--- config.mk ---
export PLATFORM = sky130hd
export DESIGN_NAME = bin_to_bcd_feed
export DESIGN_NICKNAME = d
export VERILOG_FILES = /design/src/rtl/ssd_pkg.sv /design/src/rtl/bcd_digit_adj.sv /design/src/rtl/bin_to_bcd_feed.sv
export SDC_FILE = /design/constraint.sdc
export NUM_CORES = 1
export LEC_CHECK = 0
export BUFFER_PORTS_ARGS = -buffer_cell sky130_fd_sc_hd__buf_4
export CELL_PAD_IN_SITES_DETAIL_PLACEMENT = 1
export CELL_PAD_IN_SITES_GLOBAL_PLACEMENT = 2
export CORE_MARGIN = 1
export CORE_UTILIZATION = 38
export DETAILED_ROUTE_END_ITERATION = 10
export GPL_TIMING_DRIVEN = 0
export PLACE_DENSITY_LB_ADDON = 0.1
export SKIP_LAST_GASP = 1
export SLEW_MARGIN = 10
export SYNTH_ARGS = -nofsm -noshare
export SYNTH_HDL_FRONTEND = slang
export SYNTH_HIERARCHICAL = 1
export SYNTH_SLANG_ARGS = --single-unit
--- constraint.sdc ---
create_clock -name CLK -period 2.93 [get_ports CLK]
set_input_delay 0.1465 -clock CLK [delete_from_list [all_inputs] [get_ports CLK]]
set_output_delay 0.1465 -clock CLK [all_outputs]
set_load 0.03 [all_outputs]
--- src/rtl/ssd_pkg.sv ---
// ssd_pkg: shared definitions for the seven-segment display path.
// Holds the blank nibble code shared with the scanner, the default digit
// count, the converter state encoding and the decimal ceiling helper.
`timescale 1ns/1ps
package ssd_pkg;

  // Nibble value the scanner decodes as "all segments off".
  localparam logic [3:0] BLANK_CODE = 4'hF;

  // Digit count of the display; converter and scanner must agree on it.
  localparam int unsigned SSD_DIGITS = 4;

  // Largest value representable on SSD_DIGITS decimal digits.
  localparam int unsigned BCD_MAX = 9999;

  // Converter sequencing states.
  typedef enum logic [1:0] {
    IDLE   = 2'd0,
    SHIFT  = 2'd1,
    FINISH = 2'd2
  } feed_state_t;

  // 10^digits - 1, used for the saturation threshold at any digit count.
  function automatic int unsigned bcd_max_for(input int unsigned digits);
    int unsigned r;
    r = 1;
    for (int unsigned i = 0; i < digits; i++) begin
      r = r * 10;
    end
    return r - 1;
  endfunction

endpackage

--- src/rtl/bcd_digit_adj.sv ---
// bcd_digit_adj: one double-dabble correction cell.
// A BCD nibble of 5 or more gets 3 added so that the following left shift
// carries correctly into the next decimal digit.
//   i_nib : scratch nibble before correction
//   o_nib : corrected nibble
`timescale 1ns/1ps
module bcd_digit_adj (
  input  logic [3:0] i_nib,
  output logic [3:0] o_nib
);

  always_comb begin
    if (i_nib >= 4'd5) begin
      o_nib = i_nib + 4'd3;
    end else begin
      o_nib = i_nib;
    end
  end

endmodule

--- src/rtl/bin_to_bcd_feed.sv ---
// bin_to_bcd_feed: sequential binary to packed-BCD converter feeding the
// seven-segment scanner. Runs shift-add-3 one bit per clock and holds the
// result stable between conversions.
//
// Ports:
//   CLK      : system clock, rising edge
//   RST_N    : asynchronous active-low reset
//   START    : conversion request, honoured only while idle
//   BIN_IN   : binary value, captured when START is honoured
//   BUSY     : conversion in progress
//   DONE     : one-cycle pulse, BCD_OUT just updated
//   OVERFLOW : last accepted value exceeded 10^DIGITS-1
//   BCD_OUT  : packed BCD, digit 0 in the least significant nibble
//
// Build option:
//   BIN_TO_BCD_FEED_BLANK_LEADING_EN : replace leading zero digits (never
//   digit 0) with BLANK_CODE in the published result. Saturated results
//   are all nines and so are never blanked.
`timescale 1ns/1ps
module bin_to_bcd_feed
  import ssd_pkg::*;
#(
  parameter int unsigned BIN_WIDTH = 14,
  parameter int unsigned DIGITS    = SSD_DIGITS
) (
  input  logic                  CLK,
  input  logic                  RST_N,
  input  logic                  START,
  input  logic [BIN_WIDTH-1:0]  BIN_IN,
  output logic                  BUSY,
  output logic                  DONE,
  output logic                  OVERFLOW,
  output logic [4*DIGITS-1:0]   BCD_OUT
);

  localparam int unsigned      SW       = 4 * DIGITS;
  localparam int unsigned      CW       = $clog2(BIN_WIDTH + 1);
  localparam int unsigned      MAX_VAL  = bcd_max_for(DIGITS);
  localparam logic [CW-1:0]    LAST_CNT = CW'(BIN_WIDTH - 1);

  feed_state_t            r_state;
  logic [BIN_WIDTH-1:0]   r_shift;
  logic [SW-1:0]          r_scratch;
  logic [CW-1:0]          r_count;
  logic                   r_ovf_pend;
  logic                   r_busy;
  logic                   r_done;
  logic                   r_ovf;
  logic [SW-1:0]          r_bcd;

  logic [SW-1:0]          w_scratch_adj;
  logic [SW-1:0]          w_result;
  logic                   w_too_big;

  // Per-digit add-3 correction, all digits in parallel.
  for (genvar g = 0; g < DIGITS; g++) begin : g_adj
    bcd_digit_adj u_adj (
      .i_nib (r_scratch[4*g +: 4]),
      .o_nib (w_scratch_adj[4*g +: 4])
    );
  end

  assign w_too_big = (32'(BIN_IN) > MAX_VAL);

`ifdef BIN_TO_BCD_FEED_BLANK_LEADING_EN
  logic w_leading;

  // Walk from the most significant digit down; blanking stops at the first
  // non-zero digit, and digit 0 is outside the walk so it always shows.
  always_comb begin
    w_result  = r_scratch;
    w_leading = 1'b1;
    for (int unsigned i = 0; i < DIGITS - 1; i++) begin
      if (w_leading && (r_scratch[4*(DIGITS-1-i) +: 4] == 4'h0)) begin
        w_result[4*(DIGITS-1-i) +: 4] = BLANK_CODE;
      end else begin
        w_leading = 1'b0;
      end
    end
    if (r_ovf_pend) begin
      w_result = {DIGITS{4'h9}};
    end
  end
`else
  always_comb begin
    w_result = r_scratch;
    if (r_ovf_pend) begin
      w_result = {DIGITS{4'h9}};
    end
  end
`endif

  always_ff @(posedge CLK or negedge RST_N) begin
    if (!RST_N) begin
      r_state    <= IDLE;
      r_shift    <= '0;
      r_scratch  <= '0;
      r_count    <= '0;
      r_ovf_pend <= 1'b0;
      r_busy     <= 1'b0;
      r_done     <= 1'b0;
      r_ovf      <= 1'b0;
      r_bcd      <= '0;
    end else begin
      r_done <= 1'b0;
      case (r_state)
        IDLE: begin
          if (START) begin
            r_shift    <= BIN_IN;
            r_scratch  <= '0;
            r_count    <= '0;
            r_ovf_pend <= w_too_big;
            r_busy     <= 1'b1;
            r_state    <= SHIFT;
          end
        end
        SHIFT: begin
          // Corrected scratch and shift register move left as one word;
          // bits pushed past the top digit are dropped (saturation covers it).
          r_scratch <= {w_scratch_adj[SW-2:0], r_shift[BIN_WIDTH-1]};
          r_shift   <= {r_shift[BIN_WIDTH-2:0], 1'b0};
          r_count   <= r_count + CW'(1);
          if (r_count == LAST_CNT) begin
            r_state <= FINISH;
          end
        end
        FINISH: begin
          r_bcd   <= w_result;
          r_ovf   <= r_ovf_pend;
          r_done  <= 1'b1;
          r_busy  <= 1'b0;
          r_state <= IDLE;
        end
        default: begin
          r_state <= IDLE;
        end
      endcase
    end
  end

  assign BUSY     = r_busy;
  assign DONE     = r_done;
  assign OVERFLOW = r_ovf;
  assign BCD_OUT  = r_bcd;

endmodule

==> flow_summary.ini <==
[status]
status = finished, final reports clean

[layout]
area_delta_synth_final_pct = 16.6
stdcell_area_um2 = 3240
stdcell_count = 441
final_layout_size_suffix_gt1_frac = 0.197
fin_nets = 374
antenna_cells = 0
fillers = 840

[die]
io_pins = 36
die_w_um = 87.6
die_h_um = 87.6
core_um2 = 6940
die_area_um2 = 7670
initial_core_util = 0.401
row_count = 30

[power_and_ir_drop]
seqPwrFrac = 0.391
switching_share = 0.438
power_frac_comb = 0.503
p_per_area_nw_per_um2 = 1120
ir_drop_v = 0.000423
internal-power_uw = 2040
leakage_uw = 0.00159
p_switching_uw = 1590
clock_power_share = 0.107
finalPower_uw = 3640

[sta]
timing.final.hold_violations = 0
period_share = 0.495
setup_violations = 0
fin_setup_tns_ps = 0
drv_slew = 0
worst_pin_slew_ps = 716
clock_skew_ps = 5.44
min_period_ps = 1450
relSlewSlack = 0.522
worst_slack_ps = 1480
rsz0062_at_grt = no
max_freq_ghz = 0.689

[global_routing]
track_usage = 0.182
antenna_found_initial = 0
grt-ovfl-total = 0
grt_start_max_net_pins = 57
grt_pass1_wl_mm = 10.6
grt_pass1_vias = 2235

[route]
firstDrtPassIters = 4
routedWlPerCell_um = 14.0
vias = 2163
via_per_inst = 4.90
drcViolationCount = 0
drtIter0Drc = 54
ant_nets = 0
route.final.wire_length_mm = 6.17

[worst_setup_path]
crit_family = buffers and inverters
crit_required_ps = 3110
crit_buf_inv = 2
worstPathArrival_ps = 1630
slowest_delay_ps = 460
worst-setup-path-type = reg2reg
crit_path_start_kind = register
crit_chain = nand2b_1 -> buf_2 -> clkbuf_1 -> o21ai_0
endpoint_kind = register
path_max_fanout = 10
cp_slowest_cell = dfrtp_1

[synth]
synthCells = 304
syn_area_per_cell_um2 = 9.15
synth_area_um2 = 2780
synth_warnings = 6
synth_fp_nets = 331

[clocking]
htreeDepth = 2
clk_path_buf_depth = 2
clock_latency_ps = 300
cts.root.buffer_cell = clkbuf_8
cts_sinks = 56
cts_tree = yes
cts_made_buffers = 5
clk_pin_slew_worst_paths_ps = 90

[place]
portBuffers = 35
gp_congestion = 0.736
dp_hpwl_mm = 4.53
place_inst = 435
dpl_cell_area_um2 = 3160
place_ws_ps = 1460

[job]
cap_violations = 0

[min_path]
hp-class = in2reg
routing by layer:
metal  wire length [um]  track usage
met1               2900        0.230
met3                195       0.0311
met2               3000        0.320
met5                  0            0
met4                 78       0.0581
worst reg2reg max path, cell delays in order, from the launching register on:
cell and delay [ps]:
dfrtp_1 460, nand2b_1 140, buf_2 200, clkbuf_1 360, o21ai_0 160
power groups by stage:
| stage | Sequential, uW | Combinational (uW) | Clock, uW |
|---|---|---|---|
| after floorplan | 1560 | 1180 | 0 |
| after global placement | 1430 | 1810 | 0 |
| after detailed placement | 1440 | 1870 | 0 |
| after CTS | 1430 | 1870 | 414 |
| after global routing | 1470 | 2090 | 434 |
| final | 1420 | 1830 | 388 |
layout make-up:
| cell class | instances | area (um^2) | area share |
|---|---|---|---|
| clock buffer | 5 | 68.8 | 0.0212 |
| multi-input combinational | 219 | 1220 | 0.377 |
| sequential | 56 | 1400 | 0.432 |
| buffer | 18 | 118 | 0.0363 |
| tap | 96 | 120 | 0.0370 |
| timing repair buffer | 36 | 273 | 0.0841 |
| inverter | 11 | 41.3 | 0.0127 |
per-stage QoR:
step	utilization	hold slack, ps
floorplan	-	-149
detailed placement	0.456	257
CTS	0.467	32.5
finish	0.467	42.1
global placement	0.456	261
global route	0.467	52.8
worst paths after layout:
check / to / cells after the start / start / slack (ps)
max: BCD_OUT[11]$_DFFE_PN0P_ / 4 / r_state[0]$_DFFE_PN0P_ / 1480
min: r_shift[0]$_DFFE_PN0P_ / 3 / BIN_IN[0] / 40
max reg2reg: BCD_OUT[11]$_DFFE_PN0P_ / 4 / r_state[0]$_DFFE_PN0P_ / 1480
min reg2reg: BCD_OUT[13]$_DFFE_PN0P_ / 2 / BCD_OUT[13]$_DFFE_PN0P_ / 480
max in group asynchronous: r_scratch[6]$_DFFE_PN0P_ / 2 / RST_N / 2020
min in group asynchronous: BCD_OUT[3]$_DFFE_PN0P_ / 2 / RST_N / 440
placed cells by master, fill, tap and decap left out, types with 4 or more instances in the layout:
master and instances:
nand2_1 69, dfrtp_1 56, buf_4 35, nor2_1 26
nand3_1 22, o21ai_0 21, nand2b_1 17, nor3_1 13
inv_1 11, buf_2 11, ha_1 10, o22ai_2 7
clkbuf_8 6, mux2i_1 6, o22ai_1 5, o21ai_1 4
a21oi_2 4, xnor2_1 4
registers in the layout (all words and copies together), names as in the netlist:
register	count
r_scratch	16
BUSY	1
r_state	2
OVERFLOW	1
r_shift	14
DONE	1
BCD_OUT	16
r_ovf_pend	1
r_count	4
timing repair:
item / in CTS / in global routing
endpoints found under the hold margin: 56 / 0
setup endpoints to repair: 0 / 0
hold buffers: 1 / 0
resized for setup: 0 / 0
setup buffers: 0 / 0
(Power assumes the default switching activity.)
